===== src/rtl/clk_gen_multi_if.sv =====
// Divide-value write bus for clk_gen_multi.
// Master drives the strobe, channel index and new ratio.
interface clk_gen_multi_if #(
    parameter int CH_W  = 2,
    parameter int CNT_W = 16
);
    logic             div_wr;
    logic [CH_W-1:0]  div_ch;
    logic [CNT_W-1:0] div_val;

    modport master (
        output div_wr,
        output div_ch,
        output div_val
    );

    modport slave (
        input div_wr,
        input div_ch,
        input div_val
    );
endinterface


===== src/rtl/clk_gen_multi.sv =====
// Multi-channel programmable clock-enable divider with tick/ready per channel.
// Define CLK_GEN_SQUARE_EN to add a 50% duty square-wave output per channel.
module clk_gen_multi #(
    parameter int NCH         = 4,
    parameter int CNT_W       = 16,
    parameter int DEFAULT_DIV = 99,
    parameter int CH_W        = 2
) (
    input  logic             clk,
    input  logic             rst,
    input  logic [NCH-1:0]   en,
    clk_gen_multi_if.slave   cfg,
    output logic [NCH-1:0]   tick,
    output logic [NCH-1:0]   sq,
    output logic [NCH-1:0]   ready
);

    for (genvar i = 0; i < NCH; i++) begin : g_ch
        logic [CNT_W-1:0] div_q;
        logic [CNT_W-1:0] cnt_q;
        logic             tick_q;
        logic             rdy_q;
        logic             hit;
        logic             wrap;

        // Indices at or above NCH never match any channel.
        assign hit  = cfg.div_wr && (cfg.div_ch == CH_W'(i));
        assign wrap = (cnt_q == div_q);

        always_ff @(posedge clk or posedge rst) begin
            if (rst) begin
                div_q  <= CNT_W'(DEFAULT_DIV);
                cnt_q  <= '0;
                tick_q <= 1'b0;
                rdy_q  <= 1'b0;
            end else if (hit) begin
                div_q  <= cfg.div_val;
                cnt_q  <= '0;
                tick_q <= 1'b0;
                rdy_q  <= 1'b0;
            end else if (!en[i]) begin
                cnt_q  <= '0;
                tick_q <= 1'b0;
                rdy_q  <= 1'b0;
            end else if (wrap) begin
                cnt_q  <= '0;
                tick_q <= 1'b1;
                rdy_q  <= 1'b1;
            end else begin
                cnt_q  <= cnt_q + CNT_W'(1);
                tick_q <= 1'b0;
            end
        end

        assign tick[i]  = tick_q;
        assign ready[i] = rdy_q;

`ifdef CLK_GEN_SQUARE_EN
        logic sq_q;

        always_ff @(posedge clk or posedge rst) begin
            if (rst) begin
                sq_q <= 1'b0;
            end else if (hit || !en[i]) begin
                sq_q <= 1'b0;
            end else if (wrap) begin
                sq_q <= ~sq_q;
            end
        end

        assign sq[i] = sq_q;
`else
        assign sq[i] = 1'b0;
`endif
    end

endmodule


===== src/flat_wrapper.sv =====
// flat-port wrapper written by rule: the top's interface ports become plain ports
module clk_gen_multi_flat 
#(
    parameter int NCH         = 4,
    parameter int CNT_W       = 16,
    parameter int DEFAULT_DIV = 99,
    parameter int CH_W        = 2
)
  (clk, rst, en, tick, sq, ready, cfg_div_wr, cfg_div_ch, cfg_div_val);
  clk_gen_multi_if #(.CH_W(CH_W), .CNT_W(CNT_W)) cfg_i ();
  input  logic clk;
  input  logic rst;
  input  logic [NCH-1:0] en;
  output logic [NCH-1:0] tick;
  output logic [NCH-1:0] sq;
  output logic [NCH-1:0] ready;
  input wire logic [$bits(cfg_i.div_wr)-1:0] cfg_div_wr;
  input wire logic [$bits(cfg_i.div_ch)-1:0] cfg_div_ch;
  input wire logic [$bits(cfg_i.div_val)-1:0] cfg_div_val;
  assign cfg_i.div_wr = cfg_div_wr;
  assign cfg_i.div_ch = cfg_div_ch;
  assign cfg_i.div_val = cfg_div_val;
  clk_gen_multi #(.NCH(NCH), .CNT_W(CNT_W), .DEFAULT_DIV(DEFAULT_DIV), .CH_W(CH_W)) u_core (.clk(clk), .rst(rst), .en(en), .cfg(cfg_i), .tick(tick), .sq(sq), .ready(ready));
endmodule

===== config.mk =====
export PLATFORM = sky130hd
export DESIGN_NAME = clk_gen_multi_flat
export DESIGN_NICKNAME = d
export VERILOG_FILES = /design/src/rtl/clk_gen_multi_if.sv /design/src/rtl/clk_gen_multi.sv /design/src/flat_wrapper.sv
export SDC_FILE = /design/constraint.sdc
export NUM_CORES = 1
export LEC_CHECK = 0
export CORE_MARGIN = 8
export CORE_UTILIZATION = 54
export DETAILED_ROUTE_END_ITERATION = 16
export GPL_TIMING_DRIVEN = 0
export PLACE_DENSITY = 0.74
export REMOVE_ABC_BUFFERS = 1
export SYNTH_ARGS = -nofsm -noshare
export SYNTH_HDL_FRONTEND = slang
export SYNTH_SLANG_ARGS = --single-unit

===== constraint.sdc =====
create_clock -name clk -period 3.6 [get_ports clk]
set_input_delay 0.36 -clock clk [delete_from_list [all_inputs] [get_ports clk]]
set_output_delay 0.36 -clock clk [all_outputs]
set_load 0.01 [all_outputs]

==> impl_metrics.toml, run 1 <==
[placed_design]
port_buffers = 32
dpl_worst_slack_ns = 0.657
gp_congestion = 0.815
dp_hpwl_mm = 9.15

[worst_setup_path]
critPathBufInv = 1
crit_family = "simple AND/OR/NAND/NOR gates"
slowest_stage = "nor3b_2"
crit_path_cell_trace = "clkdlybuf4s50_1 -> nor3b_2 -> nand2b_1 -> o21ba_2"
criticalPathCategory = "input port to flop"
slowest_delay_ns = 1.02
endpoint_kind = "flop"
startpoint_type = "input port"
worst-path-max-fanout = 18
cp_data_arrival_time_ns = 2.84
crit_required_ns = 3.91

[die]
initial_core_util_pct = 55.2
core_um2 = 12000
dieArea_um2 = 16000
die_h_um = 127
die_w_um = 127
io_pins = 37
rows = 40

[cts]
cts_resized = 0
clock_sink_count = 136
cts_made_buffers = 17
cts_tree = "done"
clock_latency_ns = 0.42
cts_root_buffer = "clkbuf_16"
clk_pin_slew_ns = 0.06
clock_path_buffers = 2
h-tree-depth = 4
post_cts_buffers = 0
cts-hold-fix-buffers = 0

[route]
vias_per_cell = 5.78
drt_iter0_markers = 370
wl_met2_mm = 6.49
route.vias.total = 4314
drt-total-wl_mm = 13.7
wl_met1_mm = 6.35
wl_per_cell_um = 18.4
drc_errors = 0
ant_nets = 0
wl_met3_um = 686
routed.top_layer = "met4"
first_pass_iters = 4

[global_routing]
grt.total_usage_pct = 18.4
grt_first_pass_wirelength_mm = 23.4
grt_pass1_vias = 4509
grt_max_degree = 90
grt_overflow = 0
antenna_found_initial = 0

[synth]
synth_area_um2 = 6600
synth-seq-cells = 136
syn_area_per_cell_um2 = 11.7
synth-edff-count = 0
netlist.top_cell.by_area = "dfrtp_1"
synth_cells = 562
synthArstFlopShare_pct = 100
synth.top_cell.area_share_pct = 45.5
yosys_warnings = 0
synth_top_flop_cell = "dfrtp_1"
ys_seq_area_share_pct = 51.9
yosysUniqueCellTypes = 40
synth.area.top_cells = "dfrtp_1, xnor2_1, mux2_2, dfstp_2, nor3_1"

[final_layout]
final_common_cell = "dfrtp_1"
diodes = 0
drive_gt1_share_pct = 21.7
syn_to_final_growth_pct = 16.0
num-nets-final = 616
most-common-layout-cells = "dfrtp_1, xnor2_1, nor3_1"
nFillCells = 898

[timing]
setup_viol = 0
fin_crit_sh_pct = 70.3
hold_violations = 0
setup_tns_ns = 0
rsz0062_at_grt = "no"
fmax_mhz = 395
slew_violations = 0
final.min_clock_period_ns = 2.53
post-route-worst-setup-slack_ns = 1.07
fin_skew_ns = 0.00555
relSlewSlack_pct = 17.6
worstMarginPinSlew_ns = 1.23

[hold_path]
hold_class = "input port to async pin"

[power]
power_density_nw_per_um2 = 540
peakVddDrop_mv = 0.423
leakagePower_nw = 2.89

[run]
cap_violations = 0

[run_status]
status = "finished, final reports clean"
==> cells by family after synthesis <==
logic type      count (synthesis)  synth area share, %
fa+ha+maj                       4                0.758
buf+inv                        42                 3.32
mux                            64                 10.9
flops                         136                 51.9
compound gates                 14                 1.76
other cells                     1               0.0568
simple gates                  186                 16.0
xor+xnor                      115                 15.3
==> metrics by stage <==
| stage | hold slack (ns) | total power [mW] | util, % | std cells | cell area (um2) |
|---|---|---|---|---|---|
| 2_1_floorplan | 0.501 | 2.14 | - | 533 | 6430 |
| 3_3_place_gp | 0.488 | 2.24 | 58.0 | 712 | 6930 |
| 3_5_place_dp | 0.494 | 2.28 | 58.6 | 715 | 7010 |
| 4_1_cts | 0.345 | 4.17 | 64.0 | 747 | 7650 |
| 5_1_grt | 0.388 | 4.29 | 64.0 | 747 | 7650 |
| 6_report | 0.347 | 4.13 | 64.0 | 747 | 7650 |
==> flip-flops by register name (all words and copies together), names as in the netlist <==
signal and flops:
u_core.g_ch.rdy_q 4, u_core.g_ch.cnt_q 64, u_core.g_ch.tick_q 4, u_core.g_ch.div_q 64
==> final timing paths <==
kind | start | end | slack, ns | cells after the start
max | cfg_div_wr | u_core.g_ch[0].rdy_q$_DFFE_PP0P_ | 1.07 | 4
min | rst | u_core.g_ch[1].div_q[8]$_DFFE_PP0P_ | 0.35 | 2
max reg2reg | u_core.g_ch[3].cnt_q[0]$_DFF_PP0_ | u_core.g_ch[3].cnt_q[14]$_DFF_PP0_ | 1.57 | 5
min reg2reg | u_core.g_ch[2].rdy_q$_DFFE_PP0P_ | u_core.g_ch[2].rdy_q$_DFFE_PP0P_ | 0.50 | 1
max in group asynchronous | rst | u_core.g_ch[3].div_q[1]$_DFFE_PP1P_ | 2.46 | 3
min in group clk | u_core.g_ch[2].rdy_q$_DFFE_PP0P_ | u_core.g_ch[2].rdy_q$_DFFE_PP0P_ | 0.50 | 1
==> cell usage after synthesis (4+ instances only) <==
| cell | count |
|---|---|
| nand2_1 | 17 |
| buf_2 | 6 |
| nand4_1 | 30 |
| xor2_1 | 11 |
| buf_4 | 14 |
| nor2_1 | 10 |
| inv_1 | 10 |
| dfrtp_1 | 120 |
| nor4_1 | 10 |
| nor4_2 | 4 |
| nor3b_1 | 4 |
| nor3_1 | 67 |
| clkbuf_1 | 11 |
| nor2b_1 | 4 |
| xnor2_1 | 104 |
| a211oi_1 | 4 |
| dfstp_2 | 16 |
| o21ba_2 | 4 |
| ha_1 | 4 |
| mux2_2 | 64 |
| nand3_1 | 21 |
==> routing by layer <==
layer  GRT usage [%]  vias to the layer above
met3            6.70                       17
met1            23.8                     2158
met5               0                        -
met2            28.4                      110
li1                -                     2029
met4            5.73                        0
==> area by class of cell <==
cell class | instances | area (um2) | share of cell area (%)
Sequential cell | 136 | 3420 | 44.7
Multi-Input combinational cell | 387 | 2990 | 39.0
Clock buffer | 21 | 480 | 6.28
Timing Repair Buffer | 35 | 370 | 4.84
Tap cell | 147 | 184 | 2.40
Clock inverter | 11 | 168 | 2.19
Inverter | 10 | 42.5 | 0.556
==> power breakdown <==
| part | total [mW] | switching [mW] | internal [mW] |
|---|---|---|---|
| Sequential | 1.82 | 0.119 | 1.70 |
| Combinational | 0.429 | 0.181 | 0.248 |
| Clock | 1.88 | 0.649 | 1.23 |
| Total | 4.13 | 0.949 | 3.18 |
(Power assumes the default switching activity.)
==> run 2: changes to the inputs <==
==> constraint.sdc (replaced) <==
create_clock -name clk -period 2.2 [get_ports clk]
set_input_delay 0.22 -clock clk [delete_from_list [all_inputs] [get_ports clk]]
set_output_delay 0.22 -clock clk [all_outputs]
set_load 0.01 [all_outputs]
==> run 2 against run 1 <==
  * Highest routed layer unchanged
  * Largest cell class unchanged
  * Largest power group unchanged
  * Hold slack lost 0.14 ns
  * Critical path depth is the same
  * Critical path type is now flop to flop
  * Utilization grew 0.60 points
==> impl_metrics.toml, run 2 (same netlist as run 1, synthesis figures left out) <==
[run_status]
status = "finished, final reports clean"

[worst_setup_path]
crit_path_cell_trace = "xnor2_1 -> nand4_1 -> nor4_4 -> nor2b_1"
worst-path-max-fanout = 18
cp_data_arrival_time_ns = 2.38
critPathBufInv = 0
crit_required_ns = 2.55
rr_worst_depth = 4
cp.depth = 4
r2r_start = "u_core.g_ch[3].cnt_q[3]$_DFF_PP0_"
rrSetupSlack_ns = 0.17
rr_endpoint = "u_core.g_ch[3].tick_q$_DFF_PP0_"
crit_family = "simple AND/OR/NAND/NOR gates"
slowest_stage = "nor4_4"
criticalPathCategory = "flop to flop"
startpoint_type = "flop"
endpoint_kind = "flop"
slowest_delay_ns = 0.89
critPathLaunch = "u_core.g_ch[3].cnt_q[3]$_DFF_PP0_"
crit_end = "u_core.g_ch[3].tick_q$_DFF_PP0_"

[cts]
h-tree-depth = 4
cts_root_buffer = "clkbuf_16"
clk_pin_slew_ns = 0.05
clock_path_buffers = 2
clock_sink_count = 136
cts_tree = "done"
clock_latency_ns = 0.42
cts_made_buffers = 17
cts-hold-fix-buffers = 0

[final_layout]
post-route-util_pct = 64.6
drive_gt1_share_pct = 22.9
final_common_cell = "dfrtp_1"
syn_to_final_growth_pct = 17.1
nFillCells = 893
fin_area_um2 = 7720
num-nets-final = 622
top_regs = "u_core.g_ch.cnt_q (64), u_core.g_ch.div_q (64)"
diodes = 0
most-common-layout-cells = "dfrtp_1, xnor2_1, nor3_1"

[power]
p_comb_share_pct = 10.5
p_total_mw = 6.77
p_seq_share_pct = 44.0
peakVddDrop_mv = 0.665
switchingPower_mw = 1.55
intPower_mw = 5.21
power_density_nw_per_um2 = 876
swShare_pct = 23.0
leakagePower_nw = 2.93
clkPwrFrac_pct = 45.4

[timing]
final.min_clock_period_ns = 2.03
slew_violations = 0
post-route-worst-setup-slack_ns = 0.170
rsz0062_at_grt = "no"
worstMarginPinSlew_ns = 0.965
setup_tns_ns = 0
fmax_mhz = 493
relSlewSlack_pct = 35.2
fin_skew_ns = 0.00412
fin_crit_sh_pct = 92.3
hold_violations = 0
setup_viol = 0

[global_routing]
grt_pass1_vias = 4529
grt_max_degree = 90
grt_overflow = 0
grt.total_usage_pct = 18.5
grt_first_pass_wirelength_mm = 23.4
antenna_found_initial = 0

[die]
dieArea_um2 = 16000
die_h_um = 127
rows = 40
die_w_um = 127
initial_core_util_pct = 55.2
core_um2 = 12000
io_pins = 37

[placed_design]
dpl_worst_slack_ns = -0.603
dp_hpwl_mm = 9.15
port_buffers = 32
gp_congestion = 0.815
placed_area_um2 = 7010

[run]
cap_violations = 0

[hold_path]
hold_class = "input port to async pin"

[route]
ant_nets = 0
vias_per_cell = 5.82
drc_errors = 0
route.vias.total = 4386
drt_iter0_markers = 335
wl_per_cell_um = 18.3
drt-total-wl_mm = 13.8
first_pass_iters = 4
-- run 2: stage by stage --
step,hold slack (ns),instances
CTS,0.205,747
detailed placement,0.494,715
global route,0.248,753
floorplan,0.371,533
finish,0.207,753
global placement,0.488,712
-- run 2: how the worst min path moves through the flow --
stage	from	end	slack, ns	cells after the start
global route	rst	u_core.g_ch[1].cnt_q[4]$_DFF_PP0_	0.25	2
global placement	u_core.g_ch[2].rdy_q$_DFFE_PP0P_	u_core.g_ch[2].rdy_q$_DFFE_PP0P_	0.49	1
finish	rst	u_core.g_ch[1].div_q[8]$_DFFE_PP0P_	0.21	2
CTS	rst	u_core.g_ch[1].cnt_q[4]$_DFF_PP0_	0.21	2
detailed placement	u_core.g_ch[2].rdy_q$_DFFE_PP0P_	u_core.g_ch[2].rdy_q$_DFFE_PP0P_	0.49	1
floorplan	cfg_div_val[10]	u_core.g_ch[1].div_q[10]$_DFFE_PP0P_	0.37	1
-- run 2: area by class of cell --
class                   count  area [um2]  share of cell area [%]
flip-flops and latches    136        3420                    44.3
multi-input cells         387        3000                    38.8
clock buffers              21         480                    6.22
repair buffers             41         428                    5.54
well taps                 147         184                    2.38
clock inverters            11         168                    2.17
inverters                  10        42.5                   0.551
-- run 2: power groups by stage --
stage	Combinational (mW)	Sequential [mW]	Clock, mW
floorplan	0.533	2.97	0
global placement	0.661	3.01	0
detailed placement	0.702	3.02	0
CTS	0.714	2.98	3.13
global route	0.783	3.01	3.23
finish	0.714	2.98	3.07
-- run 2: timing repair --
item,4_1_cts,5_1_grt
setup endpoints to repair,18,45
buffers inserted,0,6
gates resized for setup,2,2
gates cloned,0,0
-- run 2: per-layer routing --
layer | track usage [%] | up-vias | share of wire [%]
met2 | 28.5 | 106 | 47
li1 | - | 2052 | -
met4 | 5.73 | 0 | 1.7
met3 | 6.70 | 21 | 5.8
met1 | 23.8 | 2207 | 45
met5 | 0 | - | 0
